`config.mk`:
```
export PLATFORM = sky130hd
export DESIGN_NAME = ldpc_parity_accum
export DESIGN_NICKNAME = d
export VERILOG_FILES = /design/src/rtl/ldpc_parity_accum.sv
export SDC_FILE = /design/constraint.sdc
export NUM_CORES = 1
export LEC_CHECK = 0
export CAP_MARGIN = 40
export CORE_MARGIN = 4
export CORE_UTILIZATION = 45
export DETAILED_ROUTE_END_ITERATION = 8
export GPL_TIMING_DRIVEN = 1
export PLACE_DENSITY = 0.7
export SYNTH_ARGS = -nofsm -noshare
export SYNTH_HDL_FRONTEND = slang
export SYNTH_SLANG_ARGS = --single-unit
```
`constraint.sdc`:
```
create_clock -name clk -period 4.1 [get_ports clk]
set_input_delay 0.82 -clock clk [delete_from_list [all_inputs] [get_ports clk]]
set_output_delay 0.82 -clock clk [all_outputs]
set_load 0.03 [all_outputs]
```
`src/rtl/ldpc_parity_accum.sv`:
```
// Streaming GF(2) parity accumulator for the LDPC encoder: quasi-cyclic rows
// rotate once per accepted beat, and each parity bit accumulates the beat's dot product with its row.
module ldpc_parity_accum #(
  parameter int DATA_W = 8,
  parameter int PAR_W  = 8,
  parameter int BEATS  = 4
) (
  input  logic                    clk,
  input  logic                    rst_n,
  input  logic                    start,
  input  logic                    abort,
  input  logic [PAR_W*DATA_W-1:0] coef_in,
  input  logic [PAR_W-1:0]        seed_in,
  input  logic                    s_valid,
  output logic                    s_ready,
  input  logic [DATA_W-1:0]       s_data,
  output logic                    m_valid,
  input  logic                    m_ready,
  output logic [PAR_W-1:0]        m_parity,
  output logic                    busy
);

  localparam int CNT_W = $clog2(BEATS + 1);
  localparam logic [CNT_W-1:0] LAST_CNT = CNT_W'(BEATS - 1);

  // Handshakes: a beat moves on an edge where s_valid && s_ready; the parity
  // word moves on an edge where m_valid && m_ready. Neither ready/valid
  // depends combinationally on its partner.
  typedef enum logic [1:0] {
    IDLE  = 2'd0,
    ACCUM = 2'd1,
    OUT   = 2'd2
  } state_t;

  state_t                state;
  state_t                next_state;
  logic [CNT_W-1:0]      cnt;
  logic [PAR_W-1:0]      par;
  logic [DATA_W-1:0]     coef [PAR_W];
  logic [PAR_W-1:0]      dot;
  logic                  accept;
  logic                  load;

  assign accept = s_valid && (state == ACCUM);
  assign load   = start && (state == IDLE);

  // State register
  always_ff @(posedge clk or negedge rst_n) begin
    if (!rst_n) begin
      state <= IDLE;
    end else begin
      state <= next_state;
    end
  end

  // Next-state logic; abort overrides every transition
  always_comb begin
    next_state = state;
    case (state)
      IDLE:    if (start) next_state = ACCUM;
      ACCUM:   if (accept && (cnt == LAST_CNT)) next_state = OUT;
      OUT:     if (m_ready) next_state = IDLE;
      default: next_state = IDLE;
    endcase
    if (abort) begin
      next_state = IDLE;
    end
  end

  // Output decode from registered state only
  always_comb begin
    s_ready = 1'b0;
    m_valid = 1'b0;
    busy    = 1'b0;
    case (state)
      ACCUM: begin
        s_ready = 1'b1;
        busy    = 1'b1;
      end
      OUT: begin
        m_valid = 1'b1;
        busy    = 1'b1;
      end
      default: ;
    endcase
  end

  // Message bit i pairs with row bit DATA_W-1-i (reversed bit order)
  always_comb begin
    for (int j = 0; j < PAR_W; j++) begin
      dot[j] = 1'b0;
      for (int i = 0; i < DATA_W; i++) begin
        dot[j] = dot[j] ^ (s_data[i] & coef[j][DATA_W-1-i]);
      end
    end
  end

  always_ff @(posedge clk or negedge rst_n) begin
    if (!rst_n) begin
      cnt <= '0;
      par <= '0;
      for (int j = 0; j < PAR_W; j++) begin
        coef[j] <= '0;
      end
    end else if (abort) begin
      cnt <= '0;
    end else if (load) begin
      cnt <= '0;
      par <= seed_in;
      for (int j = 0; j < PAR_W; j++) begin
        coef[j] <= coef_in[j*DATA_W +: DATA_W];
      end
    end else if (accept) begin
      cnt <= cnt + 1'b1;
      par <= par ^ dot;
      for (int j = 0; j < PAR_W; j++) begin
        coef[j] <= {coef[j][DATA_W-2:0], coef[j][DATA_W-1]};
      end
    end
  end

  assign m_parity = par;

endmodule

```
==> flow_summary_export.csv, run 1 <==
group,metric,value,unit
floorplanning,fp-row-count,36,
global_route,grt_use_total,0.207,
sta,holdWs,408,ps
worst_hold_path,hp-class,"in -> async",
place,numPortBuffers,96,
global_route,antenna_found_initial,0,
yosys,ys_top_cells_by_area,"dfrtp_1, nand2_1, a31oi_1",
pwr,power.density,704,mW/mm2
critical_path,critPathTopFamily,"buffers and inverters",
yosys,syn_nets,646,
sta,min_period,2610,ps
sta,worst_pin_slew,854,ps
yosys,synth_mux_area_frac,0.0237,
critical_path,critPathSlowestCell,"clkdlybuf4s50_1",
critical_path,criticalPathCategory,"in -> reg",
yosys,synth_compound_gate_area_share,0.0914,
layout,final_area,0.00582,mm2
drt,vias,4103,
drt,antenna_left,0,
floorplanning,coreArea,0.00991,mm2
place,hpwl,8490,um
critical_path,path_max_fanout,66,
drt,wl_per_cell,15.9,um
sta,skew,8.16,ps
clock_tree,insertion_delay,350,ps
yosys,avgSynthCellArea,8.38,um2
global_route,grt_max_degree,67,
yosys,synthDistinctLibCells,26,
clock_tree,cts_tree,"built",
pwr,p_sw_frac,0.399,
yosys,async_reset_ff_frac,1.00,
sta,hold_viol,0,
drt,wl,12200,um
clock_tree,clkSinkCount,77,
drt,drt_iter0_drc,263,
layout,area_growth,25.1,%
yosys,yosys_warnings,0,
global_route,grt_pass1_vias,3796,
clock_tree,postCtsSetupBuffers,0,
pwr,p_sw,1.63,mW
layout,layout.cells.non_filler,766,
yosys,synth_top_area_share,0.414,
yosys,syn-cell-area,0.00465,mm2
drt,viasPerCell,5.36,
layout,final_common_cell,"nand2_1",
clock_tree,clockBufferDepth,2,
sta,finalMaxSlewViolations,0,
yosys,synth_flop_cell,"dfrtp_1",
sta,max_freq,383,MHz
layout,num_antenna_cells,0,
critical_path,arrival,2880,ps
clock_tree,root_buffer,"clkbuf_8",
sta,setup_viol,0,
pwr,pwr-share-seq,0.350,
clock_tree,path_clk_slew,70,ps
clock_tree,holdBufCountCts,0,
yosys,synth_edf_count,0,
critical_path,cp.required,4360,ps
sta,finalWorstSetupSlack,1490,ps
outcome,run_status,"finished clean",
pwr,p_int,2.47,mW
yosys,syn_inst,555,
layout,drive_gt1_frac,0.0758,
critical_path,startpoint_type,"input pin",
critical_path,critical_path.max_stage_delay,520,ps
clock_tree,h-tree-depth,3,
sta,slew_headroom,0.427,
yosys,synthAdderAreaFrac,0.0134,
pwr,p_leak,2.68,nW
drt,drc,0,
sta,tns,0,ps
yosys,synth_top_area_cell,"dfrtp_1",
critical_path,end_kind,"register",
floorplanning,die_x,110,um
sta,rsz0062_at_grt,"no",
critical_path,crit_buf_inv,2,
yosys,yosysSeqAreaShare,0.414,
flow_run,maxCapViolations,0,
place,place_congestion,0.765,
place,post-place-ws,1120,ps
yosys,synth_top_family_by_area,"simple AND/OR/NAND/NOR gates",
yosys,ys_ff_latch,77,
layout,nets,720,
yosys,synthXorXnorAreaFrac,0.137,
global_route,grt_overflow,0,
floorplanning,design.die.area,0.0120,mm2
pwr,ir_drop,0.000418,V
pwr,pwr-share-comb,0.519,
drt,firstDrtPassIters,5,
yosys,yosys.area_share.simple,0.269,
floorplanning,initial_utilization,0.469,
place,place_inst,751,
clock_tree,ctsResizeCount,0,
clock_tree,cts_buffers,9,
floorplanning,io_pins,97,
sta,finalCritPeriodShare,0.637,
place,placed_cell_area,0.00564,mm2
layout,final_cell_mix,"nand2_1, clkdlybuf4s50_1, dfrtp_1",
pwr,clkPwrFrac,0.131,
floorplanning,fp.dieH,110,um
global_route,grt_pass1_wl,19200,um
critical_path,worstPathCellList,"clkdlybuf4s50_1 -> nand2_2 -> a21oi_4 -> buf_4 -> nor2_1 -> a31oi_1",
## cell usage after synthesis (all sizes together), types with 2 or more instances
cell    instances
buf            31
nor2           75
nand2         203
dfrtp          77
and2b           2
xnor3          16
and2            2
inv             6
nand3          17
ha              5
nor3            3
nor2b           6
a31oi          64
xnor2          25
mux2i          11
clkbuf          8
a21oi           2
## kinds of logic after synthesis
logic type	count (synthesis)
xor+xnor	41
fa+ha+maj	5
buf+inv	45
flops	77
simple gates	308
compound gates	68
mux	11
## power groups by stage
| stage | Clock (mW) | Combinational (mW) | Sequential, mW |
|---|---|---|---|
| after detailed placement | 0 | 2.13 | 1.45 |
| after CTS | 0.544 | 2.14 | 1.43 |
| after global routing | 0.572 | 2.34 | 1.49 |
| final | 0.538 | 2.13 | 1.44 |
| after global placement | 0 | 2.07 | 1.44 |
| after floorplan | 0 | 1.64 | 1.43 |
## through the flow
stage / total power, mW / util
floorplan: 3.07 / -
global placement: 3.50 / 0.567
detailed placement: 3.58 / 0.569
CTS: 4.12 / 0.587
global route: 4.40 / 0.587
finish: 4.10 / 0.587
## sequential cells by signal, indices dropped and copies added (netlist names)
signal / cells
coef: 64
m_parity: 8
cnt: 3
state: 2
## routing by layer
metal  track usage  wire length [um]  up-vias
li1              -                 -     1967
met1         0.296              5520     1973
met2         0.326              5650      151
met3        0.0399               882       12
met4        0.0516               132        0
met5             0                 0        -
## layout make-up
class | instances | area (um2)
clock buffer | 14 | 173
clock inverter | 1 | 5.00
fill | 901 | 4090
inverter | 6 | 22.5
multi-input combinational | 433 | 2500
sequential | 77 | 1930
tap | 133 | 166
timing repair buffer | 102 | 1020
## worst paths after layout
check | from | end | slack (ps) | cells after the start
worst max register to register | state[1] | coef[11] | 1750 | 7
worst max-delay path | start | coef[11] | 1490 | 6
max in group asynchronous | rst_n | coef[45] | 3110 | 2
worst min-delay path | rst_n | coef[16] | 410 | 1
worst min register to register | coef[32] | coef[33] | 560 | 2
min in group clk | coef[32] | coef[33] | 560 | 2
Note: power is estimated with default switching activity, not from simulation.
==> run 2, diff against run 1 <==
Settings changed: PLACE_DENSITY 0.7 to 0.73.
Clock period 4.1 ns to 2.2 ns, I/O delays scaled along.
==> flow_summary_export.csv, run 2 (synthesis results as in run 1) <==
group,metric,value,unit
sta,holdWs,28.3,ps
pwr,power.density,1300,mW/mm2
layout,final_common_cell,"nand2_1",
drt,wl_met2,5690,um
critical_path,reg2regPathDepth,7,
pwr,pwr-share-comb,0.514,
clock_tree,insertion_delay,350,ps
drt,wl_met3,845,um
critical_path,end_kind,"primary output",
layout,drive_gt1_frac,0.0989,
drt,drt_iter0_drc,206,
place,post-place-ws,29.4,ps
floorplanning,fp-row-count,36,
drt,wl_per_cell,15.4,um
sta,rsz0062_at_grt,"no",
layout,num_antenna_cells,0,
drt,wl,12000,um
sta,slew_headroom,0.649,
pwr,p_sw_frac,0.394,
global_route,antenna_found_initial,0,
layout,final_cell_mix,"nand2_1, clkdlybuf4s50_1, dfrtp_1",
critical_path,startpoint_type,"register",
sta,finalWorstSetupSlack,254,ps
sta,hold_viol,0,
sta,finalCritPeriodShare,0.884,
critical_path,criticalPathCategory,"reg -> out",
place,hpwl,8620,um
floorplanning,io_pins,97,
critical_path,arrival,1510,ps
drt,firstDrtPassIters,5,
place,place_congestion,0.853,
pwr,ir_drop,0.000960,V
layout,largest_register_ffs,64,
floorplanning,initial_utilization,0.469,
outcome,run_status,"finished clean",
global_route,grt_pass1_wl,19400,um
critical_path,rrSetupSlack,380,ps
clock_tree,cts_tree,"built",
layout,nets,733,
clock_tree,path_clk_slew,90,ps
layout,fillers,856,
drt,antenna_left,0,
pwr,p_leak,2.82,nW
clock_tree,h-tree-depth,3,
place,numPortBuffers,96,
sta,setup_viol,0,
worst_hold_path,hp-class,"in -> async",
floorplanning,design.die.area,0.0120,mm2
global_route,grt_overflow,0,
sta,max_freq,514,MHz
clock_tree,postCtsSetupBuffers,0,
sta,worst_pin_slew,526,ps
clock_tree,clockBufferDepth,2,
clock_tree,root_buffer,"clkbuf_8",
clock_tree,clkSinkCount,77,
drt,viasPerCell,5.24,
pwr,p_sw,3.10,mW
layout,final-seq-area,0.00193,mm2
layout,area_growth,30.3,%
floorplanning,coreArea,0.00991,mm2
critical_path,path_max_fanout,5,
sta,min_period,1950,ps
clock_tree,cts_buffers,9,
pwr,p_int,4.76,mW
global_route,grt_use_total,0.209,
global_route,grt_max_degree,65,
pwr,clkPwrFrac,0.143,
critical_path,cp.required,1760,ps
global_route,grt_pass1_vias,3900,
drt,highest_layer,"met4",
floorplanning,fp.dieH,110,um
flow_run,maxCapViolations,0,
layout,multi_input_area,0.00250,mm2
drt,drc,0,
layout,largest-register,"coef",
sta,tns,0,ps
clock_tree,holdBufCountCts,0,
pwr,pwr-share-seq,0.343,
sta,skew,7.98,ps
floorplanning,die_x,110,um
sta,finalMaxSlewViolations,0,
drt,vias,4089,
drt,met1_length,5280,um
==> run 2: changes by cell type in the layout (fill, tap and decap cells not counted) <==
| cell | before | now |
|---|---|---|
| dlygate4sd2_1 | 0 | 1 |
| clkbuf_8 | 12 | 11 |
| bufinv_16 | 0 | 1 |
| buf_12 | 0 | 10 |
| dlymetal6s2s_1 | 0 | 2 |
| buf_4 | 6 | 10 |
| clkinv_4 | 0 | 1 |
| clkinvlp_4 | 0 | 2 |
| clkbuf_1 | 2 | 0 |
| buf_16 | 1 | 0 |
| clkdlybuf4s50_1 | 95 | 92 |
==> run 2: worst max-delay path: stages, from the launching register on <==
cell and delay, ps:
dfrtp_1 410, inv_1 90, ha_1 240, dlygate4sd2_1 420
==> run 2: path summary, 6_finish.rpt <==
kind | start | endpoint
min in group clk | coef[5] | coef[6]
hold / removal | rst_n | coef[16]
hold reg to reg | coef[5] | coef[6]
max in group asynchronous | rst_n | coef[54]
setup reg to reg | state[1] | coef[9]
setup / recovery | state[1] | s_ready
==> run 2: what timing repair did <==
| action | CTS | global route |
|---|---|---|
| pin swaps | 0 | 0 |
| endpoints found under the setup margin | 1 | 2 |
| gates resized for setup | 1 | 2 |
==> run 2: final cells by class <==
class	count	share of cell area
Multi-Input combinational cell	433	0.413
Sequential cell	77	0.318
Timing Repair Buffer	115	0.203
Tap cell	133	0.0275
Clock buffer	11	0.0250
Clock inverter	5	0.00970
Inverter	6	0.00372
==> run 2: per-layer routing <==
metal / vias up / GRT usage
li1: 1990 / -
met1: 1950 / 0.297
met2: 133 / 0.324
met3: 16 / 0.0423
met4: 0 / 0.0597
met5: - / 0
==> run 2: power groups by stage <==
stage / clock (mW) / combinational (mW) / sequential [mW]
floorplan: 0 / 3.06 / 2.66
global placement: 0 / 3.93 / 2.70
detailed placement: 0 / 4.07 / 2.72
CTS: 1.14 / 4.08 / 2.70
global route: 1.22 / 4.47 / 2.80
finish: 1.12 / 4.04 / 2.70
==> run 2: per-stage QoR <==
step	total power, mW	cell area (um2)	instances	utilization
floorplan	5.72	4650	555	-
global placement	6.63	5850	764	0.590
detailed placement	6.79	5850	764	0.590
CTS	7.92	6050	780	0.611
global route	8.49	6060	780	0.611
finish	7.86	6060	780	0.611
==> run 3, diff against run 2 <==
Settings changed: CELL_PAD_IN_SITES_DETAIL_PLACEMENT set to 2, CELL_PAD_IN_SITES_GLOBAL_PLACEMENT set to 2, CORE_UTILIZATION 45 to 28, CTS_BUF_LIST set to sky130_fd_sc_hd__clkbuf_8, PLACE_DENSITY 0.73 to 0.76.
==> flow_summary_export.csv, run 3 (synthesis results as in run 1) <==
group,metric,value,unit
critical_path,criticalPathCategory,"reg -> out",
floorplanning,fp.dieH,137,um
drt,antenna_left,0,
global_route,grt_pass1_wl,25400,um
sta,worst_pin_slew,548,ps
layout,area_growth,33.0,%
critical_path,critical_path.max_stage_delay,430,ps
clock_tree,h-tree-depth,3,
clock_tree,ctsResizeCount,2,
critical_path,worstPathCellList,"inv_1 -> ha_1 -> dlygate4sd2_1",
flow_run,maxCapViolations,0,
critical_path,cp.required,1760,ps
clock_tree,root_buffer,"clkbuf_8",
drt,drt_iter0_drc,173,
outcome,run_status,"finished clean",
clock_tree,path_clk_slew,90,ps
place,hpwl,11600,um
critical_path,critPathSlowestCell,"dlygate4sd2_1",
clock_tree,postCtsSetupBuffers,0,
critical_path,r2r_start,"state[1]",
floorplanning,coreArea,0.0161,mm2
sta,tns,0,ps
layout,largest-register,"coef",
place,post-place-ws,28.7,ps
drt,viasPerCell,4.87,
clock_tree,insertion_delay,370,ps
layout,final_common_cell,"nand2_1",
sta,skew,10.9,ps
pwr,ir_drop,0.000580,V
critical_path,path_max_fanout,5,
sta,holdWs,33.4,ps
critical_path,critPathLaunch,"state[1]",
critical_path,startpoint_type,"register",
critical_path,crit_buf_inv,2,
layout,largest_register_ffs,64,
clock_tree,cts_buffers,9,
critical_path,critPathTopFamily,"buffers and inverters",
worst_hold_path,hp-class,"in -> async",
drt,drc,0,
drt,vias,4201,
global_route,grt_use_total,0.177,
clock_tree,cts_tree,"built",
layout,num_antenna_cells,0,
clock_tree,holdBufCountCts,0,
drt,firstDrtPassIters,4,
layout,final_cell_mix,"nand2_1, clkdlybuf4s50_1, dfrtp_1",
sta,finalWorstSetupSlack,189,ps
global_route,grt_overflow,0,
sta,finalMaxSlewViolations,0,
sta,max_freq,497,MHz
floorplanning,design.die.area,0.0187,mm2
floorplanning,initial_utilization,0.290,
global_route,grt_max_degree,65,
pwr,power.total,8.18,mW
critical_path,end_kind,"primary output",
sta,hold_viol,0,
floorplanning,die_x,137,um
place,place_congestion,0.828,
global_route,antenna_found_initial,0,
layout,drive_gt1_frac,0.0974,
sta,rsz0062_at_grt,"no",
pwr,power.density,1320,mW/mm2
clock_tree,clockBufferDepth,2,
clock_tree,clkSinkCount,77,
sta,slew_headroom,0.635,
global_route,grt_pass1_vias,4741,
sta,finalCritPeriodShare,0.914,
floorplanning,fp-row-count,46,
pwr,p_leak,2.83,nW
drt,wl,15700,um
sta,min_period,2010,ps
place,numPortBuffers,96,
sta,setup_viol,0,
floorplanning,io_pins,97,
drt,wl_per_cell,18.2,um
critical_path,arrival,1570,ps
layout,nets,733,
[run 3: changes by cell type in the layout (fill, tap and decap cells not counted), sizes merged]
cell | previous run | this run
clkinvlp | 2 | 0
bufinv | 1 | 2
dlygate4sd2 | 1 | 2
dlymetal6s2s | 2 | 1
inv | 6 | 7
[run 3: worst paths after layout]
kind	endpoint	cells past startpoint	slack, ps
setup / recovery	s_ready	3	190
hold / removal	coef[18]	1	30
setup reg to reg	coef[32]	7	290
hold reg to reg	coef[5]	2	580
max in group asynchronous	coef[49]	2	1540
min in group clk	coef[5]	2	580
[run 3: per-stage QoR]
step	cells	area, um2	util
2_1_floorplan	555	4650	-
3_5_place_dp	847	5960	0.371
4_1_cts	863	6180	0.385
5_1_grt	863	6190	0.385
3_3_place_gp	847	5960	0.371
6_report	863	6190	0.385
[run 3: layout make-up]
| type | count | area, um2 |
|---|---|---|
| Clock buffer | 11 | 151 |
| Clock inverter | 5 | 73.8 |
| Fill cell | 1739 | 9870 |
| Inverter | 6 | 22.5 |
| Multi-Input combinational cell | 433 | 2500 |
| Sequential cell | 77 | 1930 |
| Tap cell | 216 | 270 |
| Timing Repair Buffer | 115 | 1240 |
[run 3: metal layers]
layer / global-route usage / wire [um] / vias to the layer above
met5: 0 / 0 / -
met4: 0.0516 / 195 / 0
met3: 0.0316 / 641 / 11
met2: 0.312 / 7950 / 75
met1: 0.221 / 6880 / 2124
li1: - / - / 1991
[run 3: where the power goes]
group,leakage [nW],switching (mW),total (mW),internal [mW]
Sequential,0.868,0.689,2.77,2.08
Clock,0.121,0.553,1.25,0.694
Combinational,1.84,2.08,4.16,2.08
Total,2.83,3.32,8.18,4.86
